File: config.mk
export PLATFORM = sky130hd
export DESIGN_NAME = uart_tx_trigger
export DESIGN_NICKNAME = d
export VERILOG_FILES = /design/src/rtl/uart_tx_trigger.sv
export SDC_FILE = /design/constraint.sdc
export NUM_CORES = 1
export LEC_CHECK = 0
export ABC_AREA = 1
export BUFFER_PORTS_ARGS = -buffer_cell sky130_fd_sc_hd__buf_4
export CAP_MARGIN = 20
export CORE_AREA = 2 2 71 73
export DETAILED_ROUTE_END_ITERATION = 8
export DIE_AREA = 0 0 73 75
export GPL_TIMING_DRIVEN = 0
export SYNTH_ARGS = -nofsm -noshare
export SYNTH_HDL_FRONTEND = slang
export SYNTH_SLANG_ARGS = --single-unit
File: constraint.sdc
create_clock -name clk -period 1.6 [get_ports clk]
set_input_delay 0 -clock clk [delete_from_list [all_inputs] [get_ports clk]]
set_output_delay 0 -clock clk [all_outputs]
set_load 0.02 [all_outputs]
File: src/rtl/uart_tx_trigger.sv
// Serial transmitter: each start pulse sends data_in as one UART frame, LSB first, with a one-deep pending buffer.
// Latency: tx drops for the start bit one cycle after start; done marks the last stop-bit clock. Define UART_TX_PARITY_EN for an even-parity bit.
// Backpressure: none; a start while busy fills the buffer if it is empty, otherwise the pulse is dropped.
module uart_tx_trigger #(
    parameter int BAUD_DIV = 868
) (
    input  logic       clk,
    input  logic       rst,
    input  logic       start,
    input  logic [7:0] data_in,
    output logic       tx,
    output logic       busy,
    output logic       done
);

    localparam int CW = $clog2(BAUD_DIV);
    localparam logic [CW-1:0] LAST = CW'(BAUD_DIV - 1);

`ifdef UART_TX_PARITY_EN
    typedef enum logic [2:0] {S_IDLE, S_START, S_DATA, S_PARITY, S_STOP} state_t;
`else
    typedef enum logic [2:0] {S_IDLE, S_START, S_DATA, S_STOP} state_t;
`endif

    state_t          state_q, state_d;
    logic [CW-1:0]   cnt_q, cnt_d;
    logic [2:0]      bit_q, bit_d;
    logic [7:0]      shift_q, shift_d;
    logic [7:0]      pend_q, pend_d;
    logic            pv_q, pv_d;
    logic            tx_q, tx_d;
    logic            busy_q, busy_d;
    logic            done_q, done_d;
    logic            wrap;
    logic            load_en;
    logic [7:0]      load_byte;
`ifdef UART_TX_PARITY_EN
    logic            par_q, par_d;
`endif

    always_comb begin
        state_d   = state_q;
        cnt_d     = cnt_q;
        bit_d     = bit_q;
        shift_d   = shift_q;
        pend_d    = pend_q;
        pv_d      = pv_q;
        load_en   = 1'b0;
        load_byte = data_in;
        wrap      = (cnt_q == LAST);

        if (state_q != S_IDLE) begin
            cnt_d = wrap ? '0 : cnt_q + 1'b1;
            if (start && !pv_q) begin
                pend_d = data_in;
                pv_d   = 1'b1;
            end
        end

        case (state_q)
            S_IDLE: begin
                if (start) begin
                    load_en   = 1'b1;
                    load_byte = data_in;
                    state_d   = S_START;
                end
            end
            S_START: begin
                if (wrap) begin
                    state_d = S_DATA;
                    bit_d   = 3'd0;
                end
            end
            S_DATA: begin
                if (wrap) begin
                    shift_d = {1'b0, shift_q[7:1]};
                    bit_d   = bit_q + 3'd1;
                    if (bit_q == 3'd7) begin
`ifdef UART_TX_PARITY_EN
                        state_d = S_PARITY;
`else
                        state_d = S_STOP;
`endif
                    end
                end
            end
`ifdef UART_TX_PARITY_EN
            S_PARITY: begin
                if (wrap) state_d = S_STOP;
            end
`endif
            S_STOP: begin
                // A start on the exit clock is still busy-time: launch the queued
                // byte (refilling the buffer) or the new byte directly.
                if (wrap) begin
                    if (pv_q) begin
                        load_en   = 1'b1;
                        load_byte = pend_q;
                        state_d   = S_START;
                        pv_d      = start;
                        if (start) pend_d = data_in;
                    end else if (start) begin
                        load_en   = 1'b1;
                        load_byte = data_in;
                        state_d   = S_START;
                        pv_d      = 1'b0;
                    end else begin
                        state_d = S_IDLE;
                    end
                end
            end
            default: state_d = S_IDLE;
        endcase

        if (load_en) shift_d = load_byte;
`ifdef UART_TX_PARITY_EN
        par_d = load_en ? ^load_byte : par_q;
`endif

        // Outputs are registered from the next state so they line up with it.
        case (state_d)
            S_START:    tx_d = 1'b0;
            S_DATA:     tx_d = shift_d[0];
`ifdef UART_TX_PARITY_EN
            S_PARITY:   tx_d = par_d;
`endif
            default:    tx_d = 1'b1;
        endcase
        busy_d = (state_d != S_IDLE);
        done_d = (state_d == S_STOP) && (cnt_d == LAST);
    end

    always_ff @(posedge clk) begin
        if (rst) begin
            state_q <= S_IDLE;
            cnt_q   <= '0;
            bit_q   <= '0;
            shift_q <= '0;
            pend_q  <= '0;
            pv_q    <= 1'b0;
            tx_q    <= 1'b1;
            busy_q  <= 1'b0;
            done_q  <= 1'b0;
`ifdef UART_TX_PARITY_EN
            par_q   <= 1'b0;
`endif
        end else begin
            state_q <= state_d;
            cnt_q   <= cnt_d;
            bit_q   <= bit_d;
            shift_q <= shift_d;
            pend_q  <= pend_d;
            pv_q    <= pv_d;
            tx_q    <= tx_d;
            busy_q  <= busy_d;
            done_q  <= done_d;
`ifdef UART_TX_PARITY_EN
            par_q   <= par_d;
`endif
        end
    end

    assign tx   = tx_q;
    assign busy = busy_q;
    assign done = done_q;

endmodule
==> results.md, run 1 <==
- Entering global routing, the biggest net connects 11 pins.
- Of the total power, the share spent switching nets is between 20% and 30%.
- The fraction of final layout cells with drive strength greater than 1 is roughly 25%.
- Measured against its own limit, the worst slew margin works out to 64.8%.
- Summed over all nets, the half-perimeter wirelength after detailed placement is between 3 and 4 mm.
- The global placement routability congestion is between 0.8 and 0.9.
- For this design the ratio of total power to cell area is 723 mW/mm^2.
- The average instance area after synthesis is between 6 and 7 um^2.
- The clock sink total is 36.
- The initialized floorplan defines 25 standard-cell rows.
- The total I/O pin count is 14.
- The routed via count divided by cell count is between 4 and 5.
- The highest achievable clock rate is around 610 MHz.
- The worst path in the final design needs a cycle of between 1.5 and 2 ns, including I/O delays and setup.
- In this run, the number of DRC markers left after iteration 0 of detailed routing was 100.
- The synthesized net count is 320.
- The required arrival time at the worst endpoint is 1.77 ns.
- The startpoint type of the worst setup path is a flop.
- The starting density of the core is 44.2%.
- The area growth from synthesis to layout is 21.8%.
- The pre-antenna-repair detailed-routing pass consisted of 4 iterations.
- The final total negative setup slack is -0.101 ns.
- The final hold violation count was 0.
- The worst setup path is captured at a flop.
- The die boundary height is around 75 um.
- The flow ran to the end, but the final reports show violations.
- Summing internal, switching and leakage power gives about 1.8 mW.
- Across the run, the number of max-cap violations was 0.
- The post-layout worst setup margin is -0.0273 ns.
- The global route total overflow is 0.
- The number of buffers added on ports is 13.
- The final reports fail on setup timing.
- For this design the total switching power over the nets is between 0.4 and 0.5 mW.
- The total die area is about 0.0055 mm^2.
- Detailed routing inserted a total of between 1.5k and 2k vias.
- The post-layout net count is around 350.
- Yosys printed 0 warnings.
- Once detail routing completed, the nets flagged for antenna violations numbered 0.
- The data arrival time of the critical path is between 1.5 and 2 ns.
- TritonCTS created 5 clock buffers.
- After clock tree synthesis, the clock-pin slew on the worst setup and hold paths is about 0.070 ns.
- After synthesis, the cell types taking the most area are sky130_fd_sc_hd__dfxtp_1 (35%), sky130_fd_sc_hd__nand2_1 (13%), sky130_fd_sc_hd__nor2_1 (7.8%), sky130_fd_sc_hd__inv_1 (6.6%), sky130_fd_sc_hd__nand3_1 (6.1%).
- TritonCTS built the clock tree.
- The initial antenna violation count was 0.
- The proportion of power drawn by the clock network is between 30% and 40%.
- The final routed DRC violation total is 0.
- The kind of critical path is flop to flop.
- The global-route usage over all layers is a little over 20%.
- The global-route wire length before repair is 8.45 mm.
- Setup repair after global routing could not meet its margin everywhere.
- The clock insertion delay at the later pin of the skew report is 0.29 ns.
- The top fanout value on the critical path is 5.
- In this run the horizontal extent of the chip is 73 um.
- The H-tree was split into 2 levels.
- The synthesized flop and latch total is 36.
- In this run the clock root is driven by a sky130_fd_sc_hd__clkbuf_8.
- On the final layout, the worst clock skew is ~0.0030 ns.
- The number of global-route vias before repair is about 1.8k.
- Per report_power, the sequential group accounts for 52.5% of the total.
- The internal power of the cells totals between 1 and 1.5 mW.
- The min-delay analysis places its worst path in the category input port to flop.
- Setup violations remaining at the end of the flow were counted as 5.
- The fraction of post-synthesis cell area in the top cell type by area is between 30% and 40%.
- Of the synthesized area, sequential elements account for between 30% and 40%.
- Summed over all instances, the cell type with the most area after synthesis is sky130_fd_sc_hd__dfxtp_1.
- Of the available clock period, the critical path in the final layout requires 102%.
- The mean routed wirelength per cell is around 13 um.
- The number of pins with negative max-slew slack in the final report is 0.
- The instance count of the mapped netlist is 306.
- The worst-case clock buffer depth is 2.
- The total leakage power is 1.13 nW.
- The total area inside the core boundary comes to 0.00466 mm^2.
- Summing every instance area after synthesis gives a little over 0.002 mm^2.
- The share of total power dissipated in combinational logic is a little over an eighth.
- The number of distinct library cells after synthesis is 33.
- Across the VDD grid, the largest voltage drop is 0.485 mV.
- The number of antenna repair diodes is 0.
- The transition time at the pin with the least slew margin is between 0.5 and 0.6 ns.
- The total wirelength of the detailed-routed design is ~5.0 mm.
-- placed cells by master (no fill, tap or decap) --
cell type,n
sky130_fd_sc_hd__nand3_1,22
sky130_fd_sc_hd__nand4_1,8
sky130_fd_sc_hd__inv_1,36
sky130_fd_sc_hd__a21oi_4,1
sky130_fd_sc_hd__a21oi_2,4
sky130_fd_sc_hd__conb_1,1
sky130_fd_sc_hd__nand2_1,65
sky130_fd_sc_hd__clkinv_1,1
sky130_fd_sc_hd__o21ai_0,13
sky130_fd_sc_hd__nand2_2,8
sky130_fd_sc_hd__nor2_4,6
sky130_fd_sc_hd__nor2_2,5
sky130_fd_sc_hd__nand3_2,5
sky130_fd_sc_hd__ha_4,1
sky130_fd_sc_hd__dlygate4sd3_1,2
sky130_fd_sc_hd__buf_2,2
sky130_fd_sc_hd__o21bai_1,1
sky130_fd_sc_hd__nand3b_1,2
sky130_fd_sc_hd__nor2_1,41
sky130_fd_sc_hd__a21oi_1,11
sky130_fd_sc_hd__buf_6,2
sky130_fd_sc_hd__buf_12,1
sky130_fd_sc_hd__clkbuf_8,5
sky130_fd_sc_hd__ha_1,2
sky130_fd_sc_hd__clkbuf_1,3
sky130_fd_sc_hd__nand4_4,1
sky130_fd_sc_hd__clkinv_4,1
sky130_fd_sc_hd__dfxtp_2,5
sky130_fd_sc_hd__or2_2,2
sky130_fd_sc_hd__xor2_1,1
sky130_fd_sc_hd__buf_1,1
sky130_fd_sc_hd__o21ai_1,11
sky130_fd_sc_hd__o21ai_2,5
sky130_fd_sc_hd__clkinv_2,1
sky130_fd_sc_hd__dfxtp_1,31
sky130_fd_sc_hd__inv_2,3
sky130_fd_sc_hd__buf_4,22
sky130_fd_sc_hd__nand2_4,4
sky130_fd_sc_hd__nand3_4,2
-- worst max-delay path: stages (launching register included) --
cell and delay, ns:
sky130_fd_sc_hd__dfxtp_2 0.36, sky130_fd_sc_hd__ha_4 0.18, sky130_fd_sc_hd__nand2_4 0.05, sky130_fd_sc_hd__nor2_4 0.11
sky130_fd_sc_hd__nand4_4 0.13, sky130_fd_sc_hd__nor2_4 0.15, sky130_fd_sc_hd__nand3_4 0.09, sky130_fd_sc_hd__nand2_4 0.11
sky130_fd_sc_hd__buf_12 0.13, sky130_fd_sc_hd__nand2_2 0.04, sky130_fd_sc_hd__o21ai_1 0.07, sky130_fd_sc_hd__nor2_1 0.05
-- through the flow --
stage               instance area [um^2]  utilization (%)  setup slack [ns]  instances  hold slack, ns
floorplan                           2060                -            0.0159        306           0.132
global placement                    2230             47.8            -0.218        373           0.238
detailed placement                  2230             47.8            -0.229        373           0.259
CTS                                 2440             52.4           -0.0131        391          0.0342
global route                        2510             53.8            -0.122        392          0.0707
finish                              2510             53.8           -0.0273        392          0.0502
-- path summary, 6_finish.rpt --
| path | start | to | slack (ns) | cells past startpoint |
|---|---|---|---|---|
| setup / recovery | cnt_q[0] | flop | -0.03 | 11 |
| hold / removal | data_in[0] | flop | 0.05 | 5 |
| setup reg to reg | cnt_q[0] | flop | -0.03 | 11 |
| hold reg to reg | bit_q[1] | bit_q[1] | 0.47 | 2 |
-- power by group through the flow --
stage	registers (mW)	logic [mW]	clock network [mW]
CTS	0.951	0.227	0.634
global placement	0.970	0.195	0
floorplan	0.967	0.134	0
detailed placement	0.969	0.197	0
global route	0.955	0.263	0.680
finish	0.952	0.237	0.623
-- kinds of logic (layout without fill, tap and decap cells) --
group | after synthesis | count (layout) | share of synthesized area, %
xor gates and xnor gates | 1 | 1 | 0.426
buffers and inverters | 48 | 80 | 9.97
other | 1 | 1 | 0.182
and+or+nand+nor | 171 | 171 | 40.4
DFF | 36 | 36 | 35.0
adders and majority gates | 3 | 3 | 1.82
AOI/OAI and AO/OA | 46 | 46 | 12.2
-- layer usage --
layer | track usage [%] | up-vias | part of all wire (%)
met5 | 0 | - | 0
met4 | 6.38 | 0 | 1.2
met3 | 5.49 | 8 | 3.3
met2 | 31.9 | 19 | 47
met1 | 27.1 | 881 | 48
li1 | - | 1039 | -
-- synthesized netlist by cell type (all sizes together) --
library cell / instances
nand2: 77
o21ai: 29
inv: 39
nand4: 9
clkinv: 2
ha: 3
xor2: 1
or2: 2
clkbuf: 2
a21oi: 16
conb: 1
buf: 5
nand3b: 2
o21bai: 1
nor2: 52
nand3: 29
dfxtp: 36
-- final cells by class --
| cell class | count | area [um^2] |
|---|---|---|
| plain buffers | 7 | 46.3 |
| clock buffers | 6 | 72.6 |
| well taps | 54 | 67.6 |
| fillers | 477 | 2150 |
| repair buffers | 25 | 203 |
| flip-flops and latches | 36 | 727 |
| inverters | 41 | 159 |
| multi-input cells | 222 | 1230 |
| clock inverters | 1 | 5.00 |
-- repair_timing --
item,in CTS,in global routing
resized for setup,12,20
gates cloned,1,0
hold buffers,2,0
endpoints found under the hold margin,3,0
setup buffers,8,1
endpoints found under the setup margin,19,22
pin swaps,6,7
(Power assumes the default switching activity.)
==> inputs of run 2 (changes only) <==
- MAX_ROUTING_LAYER: default -> met4
==> results.md, run 2 (same netlist as run 1, synthesis figures left out) <==
- The run finished, with violations left.
- The final reports fail on setup timing.
- The clock sink total was 36 (unchanged).
- The most critical setup path has its startpoint at cnt_q[0].
- The top fanout value on the critical path is 5 (unchanged).
- The number of global-route vias before repair was 1,825 (+0.33%).
- The final hold violation count is 0 (unchanged).
- The data arrival time of the critical path is 1.81 ns (+0.02 ns).
- The clock-pin slew of the registers on the worst-case setup and hold paths came to 0.07 ns (about the same).
- The total I/O pin count is 14 (unchanged).
- The maximum vdd ir drop is 0.491 mV (+1.3%).
- The global route total overflow is 0 (unchanged).
- The total leakage power was 1.13 nW (-0.13%).
- The final HPWL from detailed placement was 3.51 mm (unchanged).
- The root buffer cell chosen for the clock tree is sky130_fd_sc_hd__clkbuf_8.
- The initial antenna violation count came to 0 (unchanged).
- TritonCTS built the clock tree.
- The mean routed wirelength per cell was 12.8 um (+1.7%).
- The count of vias placed by the detailed router came to 1,961 (+0.72%).
- The commonest non-fill, non-tap cell in the layout is sky130_fd_sc_hd__nand2_1.
- The power density over cell area is 724 mW/mm^2 (+0.19%).
- The post-layout net count came to 352 (unchanged).
- The startpoint type of the worst setup path is a flop.
- The area growth from synthesis to layout is 22.2%.
- The post-layout instance area is 0.00252 mm^2 (+0.40%).
- The routed via count divided by cell count is 5.00 (+0.72%).
- The core area was 0.00466 mm^2 (unchanged).
- The setup path with the least slack is of type flop to flop.
- The number of H-tree branching levels is 2 (unchanged).
- The setup slack of the most critical reg-to-reg path is -0.03 ns (about the same).
- The worst hold margin is 0.0433 ns (-0.00692 ns).
- The number of endpoints failing setup at the final stage is 5 (unchanged).
- The first-iteration detailed-routing DRC count is 61 (-39%).
- The shortest clock period the worst path allows after layout is 1.63 ns (+0.00463 ns).
- The number of pins with negative max-slew slack in the final report is 0 (unchanged).
- The die boundary height is 75 um (unchanged).
- The library cells used most frequently in the layout, excluding fill and tap cells, are sky130_fd_sc_hd__nand2_1 (65), sky130_fd_sc_hd__nor2_1 (41), sky130_fd_sc_hd__inv_1 (35), sky130_fd_sc_hd__dfxtp_1 (31), sky130_fd_sc_hd__buf_4 (22).
- The number of max-capacitance violations reported was 0 (unchanged).
- The global placement routability congestion is 0.861 (+1.6%).
- The global-route wire length before repair is 8.47 mm (+0.25%).
- In this run the worst hold path is classified as input port to flop.
- The number of standard-cell rows in the floorplan is 25 (unchanged).
- The final routed DRC violation total came to 0 (unchanged).
- The total CTS buffers is 5 (unchanged).
- The total die area is 0.00548 mm^2 (unchanged).
- The remaining number of nets flagged by the antenna check after routing came to 0 (unchanged).
- The die outline width is 73 um (unchanged).
- The fraction of final layout cells with drive strength greater than 1 was 26.3% (+0.89 points).
- The part of the cycle the worst path needs is 102% (+0.29 points).
- The worst-case clock buffer depth was 2 (unchanged).
- The starting density of the core was 44.2% (unchanged).
- The maximum number of pins on one net before global-route repair came to 11 (unchanged).
- The required arrival time at the worst endpoint came to 1.77 ns (about the same).
- The total wirelength of the detailed-routed design came to 5.04 mm (+1.7%).
- The reg-to-reg startpoint is cnt_q[0].
- The post-layout worst setup margin is -0.0320 ns (-0.00463 ns).
- The worst reg-to-reg path cell count is 11 (unchanged).
- The max-slew headroom at the worst pin is 64.7% (-0.11 points).
- The count of TritonRoute iterations in the first routing pass is 4 (unchanged).
- The element type at the critical path end is a flop.
- Setup repair after global routing could not meet its margin everywhere.
- The setup skew after layout was 0.00298 ns (-0.0000408 ns).
- The global-route usage over all layers is 20.9% (+0.66 points).
- The highest achievable clock rate was 613 MHz (-0.28%).
- The number of buffers added on ports is 13 (unchanged).
- The number of antenna repair diodes is 0 (unchanged).
- The cell area after placement was 0.00223 mm^2 (unchanged).
- The clock insertion delay at the later pin of the skew report is 0.30 ns (about the same).
- The transition time at the pin with the least slew margin is 0.529 ns (+0.00164 ns).
[run 2: cell types whose count changed in the layout (fill, tap and decap cells not counted)]
cell,change
sky130_fd_sc_hd__inv_1,-1
sky130_fd_sc_hd__inv_2,+1
sky130_fd_sc_hd__nand3_1,-2
sky130_fd_sc_hd__nand3_2,+2
[run 2: through the flow]
step | setup TNS [ns] | std cells | util [%] | setup WS, ns | power (mW)
after floorplan | 0 | 306 | - | 0.0159 | 1.10
final | -0.120 | 392 | 54.0 | -0.0320 | 1.82
after detailed placement | -2.43 | 373 | 47.8 | -0.229 | 1.17
after global placement | -2.32 | 373 | 47.8 | -0.218 | 1.16
after CTS | -0.0131 | 391 | 52.4 | -0.0131 | 1.81
after global routing | -1.38 | 392 | 54.0 | -0.118 | 1.90
[run 2: report_power, final]
part / total, mW / leakage (nW) / switching, mW / internal [mW]
sequential: 0.952 / 0.295 / 0.0213 / 0.930
combinational: 0.239 / 0.793 / 0.137 / 0.102
clock: 0.632 / 0.0410 / 0.336 / 0.296
total: 1.82 / 1.13 / 0.494 / 1.33
[run 2: final cells by class]
| cell class | instances | area [um^2] |
|---|---|---|
| clock buffers | 6 | 72.6 |
| inverters | 41 | 159 |
| fillers | 472 | 2140 |
| flip-flops and latches | 36 | 727 |
| well taps | 54 | 67.6 |
| clock inverters | 1 | 5.00 |
| plain buffers | 7 | 46.3 |
| repair buffers | 25 | 203 |
| multi-input cells | 222 | 1240 |
[run 2: routing by layer]
layer,vias to the layer above,share of wire [%],GRT usage [%]
li1,1037,-,-
met2,17,48,31.8
met1,901,48,27.3
met3,6,3.1,5.49
met4,0,0.91,6.38
met5,-,0,-
[run 2: worst max-delay path: stages, from the launching register on]
cell and delay (ns):
sky130_fd_sc_hd__dfxtp_2 0.36, sky130_fd_sc_hd__ha_4 0.18, sky130_fd_sc_hd__nand2_4 0.05, sky130_fd_sc_hd__nor2_4 0.11
sky130_fd_sc_hd__nand4_4 0.14, sky130_fd_sc_hd__nor2_4 0.16, sky130_fd_sc_hd__nand3_4 0.09, sky130_fd_sc_hd__nand2_4 0.11
sky130_fd_sc_hd__buf_12 0.13, sky130_fd_sc_hd__nand2_2 0.04, sky130_fd_sc_hd__o21ai_1 0.08, sky130_fd_sc_hd__nor2_1 0.05
[run 2: worst min-delay path by stage]
| stage | start | to | slack (ns) | cells past startpoint |
|---|---|---|---|---|
| 6_report | data_in[5] | shift_q[5] | 0.04 | 5 |
| 3_3_place_gp | data_in[7] | pend_q[7] | 0.24 | 3 |
| 3_5_place_dp | data_in[7] | pend_q[7] | 0.26 | 3 |
| 2_1_floorplan | data_in[7] | pend_q[7] | 0.13 | 2 |
| 5_1_grt | data_in[0] | flop | 0.07 | 5 |
| 4_1_cts | data_in[5] | shift_q[5] | 0.03 | 5 |
[run 2: what timing repair did]
item	CTS	global route
hold endpoints to repair	3	0
endpoints found under the setup margin	19	22
cloned	1	0
hold buffers	2	0
gates resized for setup	12	23
setup buffers	8	1
pin swaps	6	7
==> inputs of run 3 (changes only) <==
- HOLD_SLACK_MARGIN: default -> 0.06
==> results.md, run 3 (same netlist as run 1, synthesis figures left out) <==
- The number of endpoints failing setup at the final stage is 7 (+2).
- The clock-pin slew of the registers on the worst-case setup and hold paths is 0.07 ns (about the same).
- The count of TritonRoute iterations in the first routing pass came to 4 (unchanged).
- The worst setup path is captured at a flop.
- The global-route usage over all layers is 21.2% (+0.26 points).
- The total wirelength of the detailed-routed design is 5.11 mm (+1.5%).
- The flow ran to the end, but the final reports show violations.
- The utilization after layout is 54.8% (+0.86 points).
- The power density over cell area is 715 mW/mm^2 (-1.3%).
- The slowest stage of the critical path belongs to the cell sky130_fd_sc_hd__dfxtp_2.
- The total leakage power is 1.15 nW (+1.5%).
- The die boundary height is 75 um (unchanged).
- The post-layout worst setup margin came to -0.0461 ns (-0.0141 ns).
- The routed via count divided by cell count is 4.98 (-0.45%).
- The post-layout net count is 356 (+1.1%).
- The mean routed wirelength per cell is 12.9 um (+0.52%).
- The fraction of final layout cells with drive strength greater than 1 is 26.0% (-0.31 points).
- The biggest cell delay along the critical path is 0.36 ns (about the same).
- The number of standard-cell rows in the floorplan is 25 (unchanged).
- The shortest clock period the worst path allows after layout came to 1.65 ns (+0.0141 ns).
- The area growth from synthesis to layout is 24.2%.
- The setup skew after layout is 0.00499 ns (+0.00201 ns).
- The max-slew headroom at the worst pin came to 64.8% (about the same).
- The number of antenna repair diodes came to 0 (unchanged).
- The data arrival time of the critical path came to 1.82 ns (about the same).
- Traced cell by cell, the critical path runs through ha_4, nand2_4, nor2_4, nand4_4, nor2_4, nand3_4, nand2_4, buf_12, nand2_2, o21ai_1, nor2_1.
- The top fanout value on the critical path was 5 (unchanged).
- The maximum number of pins on one net before global-route repair is 11 (unchanged).
- The total CTS buffers was 5 (unchanged).
- Setup repair after global routing could not meet its margin everywhere.
- The final hold violation count was 0 (unchanged).
- The cell area after placement is 0.00223 mm^2 (unchanged).
- The remaining number of nets flagged by the antenna check after routing is 0 (unchanged).
- The clock insertion delay at the later pin of the skew report was 0.30 ns (about the same).
- The required arrival time at the worst endpoint is 1.77 ns (about the same).
- The clock tree from TritonCTS is built.
- The final HPWL from detailed placement is 3.51 mm (unchanged).
- The total die area is 0.00548 mm^2 (unchanged).
- The clock sink total is 36 (unchanged).
- The worst hold path belongs to the class input port to flop.
- The post-layout instance area is 0.00256 mm^2 (+1.6%).
- The count of vias placed by the detailed router is 1,972 (+0.56%).
- The number of pins with negative max-slew slack in the final report is 0 (unchanged).
- The part of the cycle the worst path needs is 103% (+0.88 points).
- The starting density of the core is 44.2% (unchanged).
- The global-route wire length before repair is 8.59 mm (+1.4%).
- The first-iteration detailed-routing DRC count is 86 (+41%).
- The highest achievable clock rate is 607 MHz (-0.86%).
- The global route total overflow came to 0 (unchanged).
- The initial antenna violation count is 0 (unchanged).
- STA classifies the critical path startpoint as a flop.
- The worst-case clock buffer depth was 2 (unchanged).
- The total I/O pin count is 14 (unchanged).
- The number of max-capacitance violations reported came to 0 (unchanged).
- The transition time at the pin with the least slew margin is 0.529 ns (-0.000742 ns).
- By startpoint and endpoint, the worst setup path is classified as flop to flop.
- The die outline width came to 73 um (unchanged).
- In the layout the commonest cells are sky130_fd_sc_hd__nand2_1 (65), sky130_fd_sc_hd__nor2_1 (41), sky130_fd_sc_hd__inv_1 (35), sky130_fd_sc_hd__dfxtp_1 (31), sky130_fd_sc_hd__buf_4 (22).
- The number of global-route vias before repair is 1,849 (+1.3%).
- The maximum vdd ir drop is 0.486 mV (-1.1%).
- The commonest non-fill, non-tap cell in the layout is sky130_fd_sc_hd__nand2_1.
- The checks that failed: setup timing.
- The number of buffers added on ports is 13 (unchanged).
- The core area is 0.00466 mm^2 (unchanged).
- CTS placed an instance of sky130_fd_sc_hd__clkbuf_8 at the clock tree root.
- The global placement routability congestion came to 0.861 (unchanged).
- The number of H-tree branching levels is 2 (unchanged).
- The final routed DRC violation total is 0 (unchanged).
==> run 3: changes by cell type in the layout (fill, tap and decap cells not counted), sizes merged <==
cell         delta
dlygate4sd3     +4
==> run 3: critical path: cells and delay by family, from the launching register on <==
kind,cells,cell delay [ns]
buffers and inverters,1,0.13
adder cells (fa/ha/maj),1,0.18
AND/OR/NAND/NOR,8,0.76
flip-flops,1,0.36
AO/OA/AOI/OAI,1,0.07
==> run 3: through the flow <==
step / setup WS, ns / cells / hold slack, ns / power [mW] / TNS [ns]
3_5_place_dp: -0.229 / 373 / 0.259 / 1.17 / -2.43
5_1_grt: -0.131 / 396 / 0.0927 / 1.91 / -1.45
4_1_cts: -0.0131 / 395 / 0.0614 / 1.82 / -0.0131
3_3_place_gp: -0.218 / 373 / 0.238 / 1.16 / -2.32
6_report: -0.0461 / 396 / 0.0611 / 1.83 / -0.221
2_1_floorplan: 0.0159 / 306 / 0.132 / 1.10 / 0
==> run 3: layout make-up <==
type / instances / area [um^2]
buffer: 7 / 46.3
fill: 470 / 2100
clock buffer: 6 / 72.6
timing repair buffer: 29 / 243
inverter: 41 / 159
multi-input combinational: 222 / 1240
clock inverter: 1 / 5.00
tap: 54 / 67.6
sequential: 36 / 727
==> run 3: metal layers <==
metal / GRT usage (%) / vias up / routed length, um
met3: 5.49 / 6 / 160
met4: 6.38 / 0 / 50
met5: - / - / 0
li1: - / 1048 / -
met2: 32.4 / 18 / 2440
met1: 27.5 / 900 / 2460
==> run 3: worst paths after layout <==
check	start	end	slack, ns	depth (start not counted)
max	cnt_q[0]	flop	-0.05	11
min	data_in[4]	flop	0.06	5
max reg2reg	cnt_q[0]	flop	-0.05	11
min reg2reg	bit_q[1]	bit_q[1]	0.47	2
==> run 3: power by group <==
group          internal (mW)  total (mW)  switching (mW)
Sequential             0.930       0.952          0.0215
Combinational          0.108       0.248           0.140
Clock                  0.296       0.628           0.332
==> run 3: what timing repair did <==
item,in CTS,in global routing
hold buffers,6,0
endpoints found under the setup margin,19,22
endpoints found under the hold margin,7,0
buffers inserted,8,1
pin swaps,6,7
cloned,1,0
resized for setup,12,23
